`src/rtl/l2_request_arbiter_pkg.sv`:
```
// Shared types for the L1-to-L2 request arbiter: LC-3b word/line types,
// arbiter port identifiers, FSM states and the round-robin pick helper.
package l2_request_arbiter_pkg;

    typedef logic [15:0]  lc3b_word;
    typedef logic [127:0] lc3b_line;

    typedef enum logic {
        ARB_I = 1'b0,
        ARB_D = 1'b1
    } lc3b_arb_port_t;

    typedef enum logic [1:0] {
        ST_IDLE = 2'b00,
        ST_BUSY = 2'b01,
        ST_DONE = 2'b10
    } arb_state_t;

    // Under contention the port that was not served last wins.
    function automatic lc3b_arb_port_t pick_port(
        input logic           i_req,
        input logic           d_req,
        input lc3b_arb_port_t last
    );
        lc3b_arb_port_t port;
        if (i_req && d_req) begin
            port = (last == ARB_I) ? ARB_D : ARB_I;
        end else if (d_req) begin
            port = ARB_D;
        end else begin
            port = ARB_I;
        end
        return port;
    endfunction

endpackage

```
`src/rtl/l2_request_arbiter_sat_counter.sv`:
```
// Saturating up-counter with synchronous clear; clear has priority over increment.
module sat_counter #(
    parameter int unsigned CNT_W = 16
) (
    input  logic             clk,
    input  logic             rst_n,
    input  logic             inc,
    input  logic             clr,
    output logic [CNT_W-1:0] count
);

    localparam logic [CNT_W-1:0] CNT_ONE = CNT_W'(1);

    // Counter register: clear, saturating increment, or hold.
    always_ff @(posedge clk or negedge rst_n) begin
        if (!rst_n) begin
            count <= '0;
        end else if (clr) begin
            count <= '0;
        end else if (inc && (count != '1)) begin
            count <= count + CNT_ONE;
        end else begin
            count <= count;
        end
    end

endmodule

```
`src/rtl/l2_request_arbiter.sv`:
```
// Two-port (I-cache / D-cache) arbiter in front of the L2 controller, with
// per-port stall-cycle counters. All outputs come straight from registers.
module l2_request_arbiter
    import l2_request_arbiter_pkg::*;
#(
    parameter int unsigned CNT_W = 16
) (
    input  logic             clk,
    input  logic             rst_n,
    input  logic             i_read,
    input  logic [15:0]      i_address,
    output logic             i_resp,
    output logic [127:0]     i_rdata,
    input  logic             d_read,
    input  logic             d_write,
    input  logic [15:0]      d_address,
    input  logic [127:0]     d_wdata,
    output logic             d_resp,
    output logic [127:0]     d_rdata,
    output logic             l2_read,
    output logic             l2_write,
    output logic [15:0]      l2_address,
    output logic [127:0]     l2_wdata,
    input  logic             l2_resp,
    input  logic [127:0]     l2_rdata,
    output logic [CNT_W-1:0] i_stall_count,
    output logic [CNT_W-1:0] d_stall_count,
    input  logic             stall_reset
);

    arb_state_t     state_r, state_next_s;
    lc3b_arb_port_t last_grant_r, grant_s;
    logic           i_req_s, d_req_s, start_s, op_write_s;
    lc3b_word       addr_s, addr_r;
    lc3b_line       wdata_s, wdata_r, i_rdata_r, d_rdata_r;
    logic           l2_read_r, l2_write_r, i_resp_r, d_resp_r;

    assign i_req_s = i_read;
    assign d_req_s = d_read | d_write;

    // Next-state decode and grant selection.
    always_comb begin
        state_next_s = state_r;
        start_s      = 1'b0;
        grant_s      = pick_port(i_req_s, d_req_s, last_grant_r);
        op_write_s   = (grant_s == ARB_D) && d_write;
        addr_s       = (grant_s == ARB_D) ? d_address : i_address;
        wdata_s      = (grant_s == ARB_D) ? d_wdata : 128'h0;
        case (state_r)
            ST_IDLE: begin
                if (i_req_s || d_req_s) begin
                    state_next_s = ST_BUSY;
                    start_s      = 1'b1;
                end else begin
                    state_next_s = ST_IDLE;
                end
            end
            ST_BUSY: begin
                if (l2_resp) begin
                    state_next_s = ST_DONE;
                end else begin
                    state_next_s = ST_BUSY;
                end
            end
            ST_DONE: state_next_s = ST_IDLE;
            default: state_next_s = ST_IDLE;
        endcase
    end

    // FSM state register.
    always_ff @(posedge clk or negedge rst_n) begin
        if (!rst_n) begin
            state_r <= ST_IDLE;
        end else begin
            state_r <= state_next_s;
        end
    end

    // Request capture, L2 command and L1 response registers.
    always_ff @(posedge clk or negedge rst_n) begin
        if (!rst_n) begin
            last_grant_r <= ARB_I;
            addr_r       <= 16'h0;
            wdata_r      <= 128'h0;
            l2_read_r    <= 1'b0;
            l2_write_r   <= 1'b0;
            i_resp_r     <= 1'b0;
            d_resp_r     <= 1'b0;
            i_rdata_r    <= 128'h0;
            d_rdata_r    <= 128'h0;
        end else begin
            i_resp_r <= 1'b0;
            d_resp_r <= 1'b0;
            if (start_s) begin
                last_grant_r <= grant_s;
                addr_r       <= addr_s;
                wdata_r      <= wdata_s;
                l2_read_r    <= ~op_write_s;
                l2_write_r   <= op_write_s;
            end else if ((state_r == ST_BUSY) && l2_resp) begin
                // Drop the L2 command in DONE so a combinational hit is not re-issued.
                l2_read_r  <= 1'b0;
                l2_write_r <= 1'b0;
                if (last_grant_r == ARB_D) begin
                    d_resp_r  <= 1'b1;
                    d_rdata_r <= l2_rdata;
                end else begin
                    i_resp_r  <= 1'b1;
                    i_rdata_r <= l2_rdata;
                end
            end else begin
                l2_read_r  <= l2_read_r;
                l2_write_r <= l2_write_r;
            end
        end
    end

    assign l2_read    = l2_read_r;
    assign l2_write   = l2_write_r;
    assign l2_address = addr_r;
    assign l2_wdata   = wdata_r;
    assign i_resp     = i_resp_r;
    assign d_resp     = d_resp_r;
    assign i_rdata    = i_rdata_r;
    assign d_rdata    = d_rdata_r;

    sat_counter #(.CNT_W(CNT_W)) u_i_cnt (
        .clk   (clk),
        .rst_n (rst_n),
        .inc   (i_req_s & ~i_resp_r),
        .clr   (stall_reset),
        .count (i_stall_count)
    );

    sat_counter #(.CNT_W(CNT_W)) u_d_cnt (
        .clk   (clk),
        .rst_n (rst_n),
        .inc   (d_req_s & ~d_resp_r),
        .clr   (stall_reset),
        .count (d_stall_count)
    );

endmodule

```
`config.mk`:
```
export PLATFORM = sky130hd
export DESIGN_NAME = l2_request_arbiter
export DESIGN_NICKNAME = d
export VERILOG_FILES = /design/src/rtl/l2_request_arbiter_pkg.sv /design/src/rtl/l2_request_arbiter_sat_counter.sv /design/src/rtl/l2_request_arbiter.sv
export SDC_FILE = /design/constraint.sdc
export NUM_CORES = 1
export LEC_CHECK = 0
export BUFFER_PORTS_ARGS = -buffer_cell sky130_fd_sc_hd__buf_2
export CAP_MARGIN = 10
export CORE_AREA = 2 2 287 289
export DETAILED_ROUTE_END_ITERATION = 6
export DIE_AREA = 0 0 289 291
export PLACE_DENSITY = 0.52
export SLEW_MARGIN = 20
export SYNTH_ARGS = -nofsm -noshare
export SYNTH_HDL_FRONTEND = slang
export SYNTH_SLANG_ARGS = --single-unit
```
`constraint.sdc`:
```
create_clock -name clk -period 2.5 [get_ports clk]
set_input_delay 0.25 -clock clk [delete_from_list [all_inputs] [get_ports clk]]
set_output_delay 0.25 -clock clk [all_outputs]
set_load 0.01 [all_outputs]
```
==> reports/qor.txt <==
Status: complete, no violations
Root buf cell: clkbuf_16
Largest net degree at the start of global routing: 165
DIE HEIGHT: 291 µm
Ys Warns: 0
Final Setup Violations: 0
Commonest non-fill, non-tap cell in the layout: buf_2
Initial core utilization: 20.8%
Distinct cells, synth: 54
CTS tree: done
First drt pass iteration count: 5
Routed len/inst: 17.4 µm
Synth Area in Simple Gates: 12.6%
Number of CTS-inserted buffers: 52
Min Tclk post-route: 2120 ps
Synth Area in XOR/XNOR: 1.19%
Max Clk Rate: 0.472 GHz
Placed cells: 3144
Hold_ws: 33.3 ps
Post-route ant nets: 0
DR iter-0 viols: 830
Skew final: 17.2 ps
PwrDens: 1150 nW/µm²
Vias in the first global route: 15177
Chip Width: 289 µm
CTS Sinks: 439
Final #Nets: 2711
Met1 WL: 25600 µm
Vias per cell: 4.12
Fin. Hold Viols: 0
Relative slew slack: 41.1%
Worst setup EP type: register
Ports: 731
Via Count: 14523
Crit-path max FO: 16
VDD IR max: 0.875 mV
Longest Clk Path Bufs: 3
Post-synthesis async set-or-reset flop share: 100%
Post-Layout Cell Count: 3523
Skew-Pair Late Insertion Delay: 590 ps
P_leak: 13.6 nW
Seq cells post-synth: 439
Global-route wire length before repair: 92900 µm
GRT Overall Usage: 14.2%
Sequential area share after synthesis: 65.0%
Topmost layer with routed signal wires: met4
Remaining DRCs: 0
Port Buffers: 730
Max-Cap Viols: 0
Critical path startpoint category: register
Synth Area in Adders: 0.148%
Hold WC Path Type: in2reg
Top FF cell, synth: dfrtp_1
Compound-cell area share of the yosys netlist: 8.25%
Synth Instances: 1379
EDFF count, synth: 0
Critical path class: reg2reg
Die Area: 84100 µm²
Core Region: 81200 µm²
Gr ovfl total: 0
Met3 wire length: 3160 µm
RSZ-0062 raised after global routing: false
Clock transition at path regs: 60 ps
Synthesized area: 16900 µm²
Site row count: 105
Met2 WL post-DR: 30400 µm
Pins over their slew limit: 0
Hpwl dp: 43800 µm
TNS Setup: 0 ps
Post-CTS resize count: 0
Worst-Margin Slew: 884 ps
Gp weighted congestion: 0.879
Syn avg cell area: 12.3 µm²
Dominant combinational cell family by area after synthesis: simple AND/OR/NAND/NOR gates
Share of layout cells above drive strength 1: 36.5%
Worst path arrival time: 2550 ps
Area Overhead vs Synth: 57.1%
Initial antenna violation count: 1
Most frequent cells in the layout: buf_2, dfrtp_1, nand2_1
Fin crit share: 84.8%
Syn_nets: 1676
Req. time, crit path: 2930 ps
Final WL: 61200 µm
H-Tree Depth: 2
Mux cell area share after synthesis: 9.87%
## where the power goes
group / total (W) / switching [W] / internal (W)
clock: 0.00762 / 0.00306 / 0.00456
sequential: 0.0118 / 0.00166 / 0.0101
combinational: 0.0111 / 0.00618 / 0.00491
## path summary, 6_finish.rpt
check | start | to | slack, ps | cells past startpoint
max | last_grant_r | l2_address[13] | 380 | 6
min | d_address[3] | l2_address[3] | 30 | 3
max reg2reg | last_grant_r | l2_address[13] | 380 | 6
min reg2reg | d_rdata[33] | d_rdata[33] | 470 | 2
max in group asynchronous | rst_n | d_rdata[29] | 1360 | 3
min in group asynchronous | rst_n | i_rdata[45] | 240 | 2
## per-stage QoR
step / power (W) / utilization (%) / setup slack [ps] / area, µm²
after floorplan: 0.0173 / - / 678 / 16900
after global placement: 0.0226 / 27.1 / 504 / 22000
after detailed placement: 0.0227 / 27.1 / 411 / 22000
after CTS: 0.0309 / 32.7 / 366 / 26500
after global routing: 0.0324 / 32.7 / 210 / 26500
final: 0.0305 / 32.7 / 380 / 26500
## synth_stat cells, types with 3 or more instances
library cell	instances	share of area [%]
buf_6	4	0.27
xor2_1	9	0.47
clkbuf_1	10	0.22
nor2b_1	3	0.11
mux2i_1	20	1.2
buf_1	4	0.089
buf_4	25	1.1
nor4_1	3	0.11
nand2_1	413	9.2
and3_1	4	0.15
nand4_1	5	0.19
nor2_1	36	0.80
mux2_2	20	1.3
xnor2_1	14	0.73
nor3_1	7	0.21
a22o_1	128	6.6
nand3_1	19	0.56
a21o_1	3	0.13
a211oi_1	3	0.13
mux2_1	109	7.3
dfrtp_1	439	65
o21ai_0	22	0.65
buf_2	39	1.2
## critical path, stage by stage, from the launching register on
cell and delay (ps):
dfrtp_1 480, nand2_1 120, o21ai_2 100, buf_4 340, mux2i_1 250, dlygate4sd3_1 580
o21ai_0 70
## repair_timing
| item | in CTS | in global routing |
|---|---|---|
| hold endpoints to repair | 446 | 0 |
| setup buffers | 0 | 0 |
| hold buffers | 286 | 0 |
## state kept, by name, indices dropped and copies added (netlist names)
register       count
d_rdata          128
i_rdata          128
l2_write           1
l2_read            1
u_d_cnt.count     16
u_i_cnt.count     16
l2_wdata         128
i_resp             1
last_grant_r       1
state_r            2
l2_address        16
d_resp             1
## kinds of logic (layout without fill, tap and decap cells)
family          count (synthesis)  in the layout
xor+xnor                       23             23
mux                           150            150
compound gates                168            168
simple gates                  511            511
fa+ha+maj                       2              2
other cells                     0              1
buf+inv                        86           1159
flops                         439            439
## layer usage
layer / GRT usage [%] / up-vias
met5: 0 / -
met4: 5.04 / 0
met3: 2.84 / 104
met2: 24.0 / 419
met1: 17.8 / 7217
li1: - / 6783
## cell type report
class / count / area (µm²)
fillers: 8319 / 54600
flip-flops and latches: 439 / 11000
repair buffers: 1063 / 7070
multi-input cells: 854 / 5440
clock buffers: 78 / 1510
well taps: 1070 / 1340
clock inverters: 14 / 183
inverters: 4 / 17.5
diodes: 1 / 2.50
Note: power is estimated with default switching activity, not from simulation.
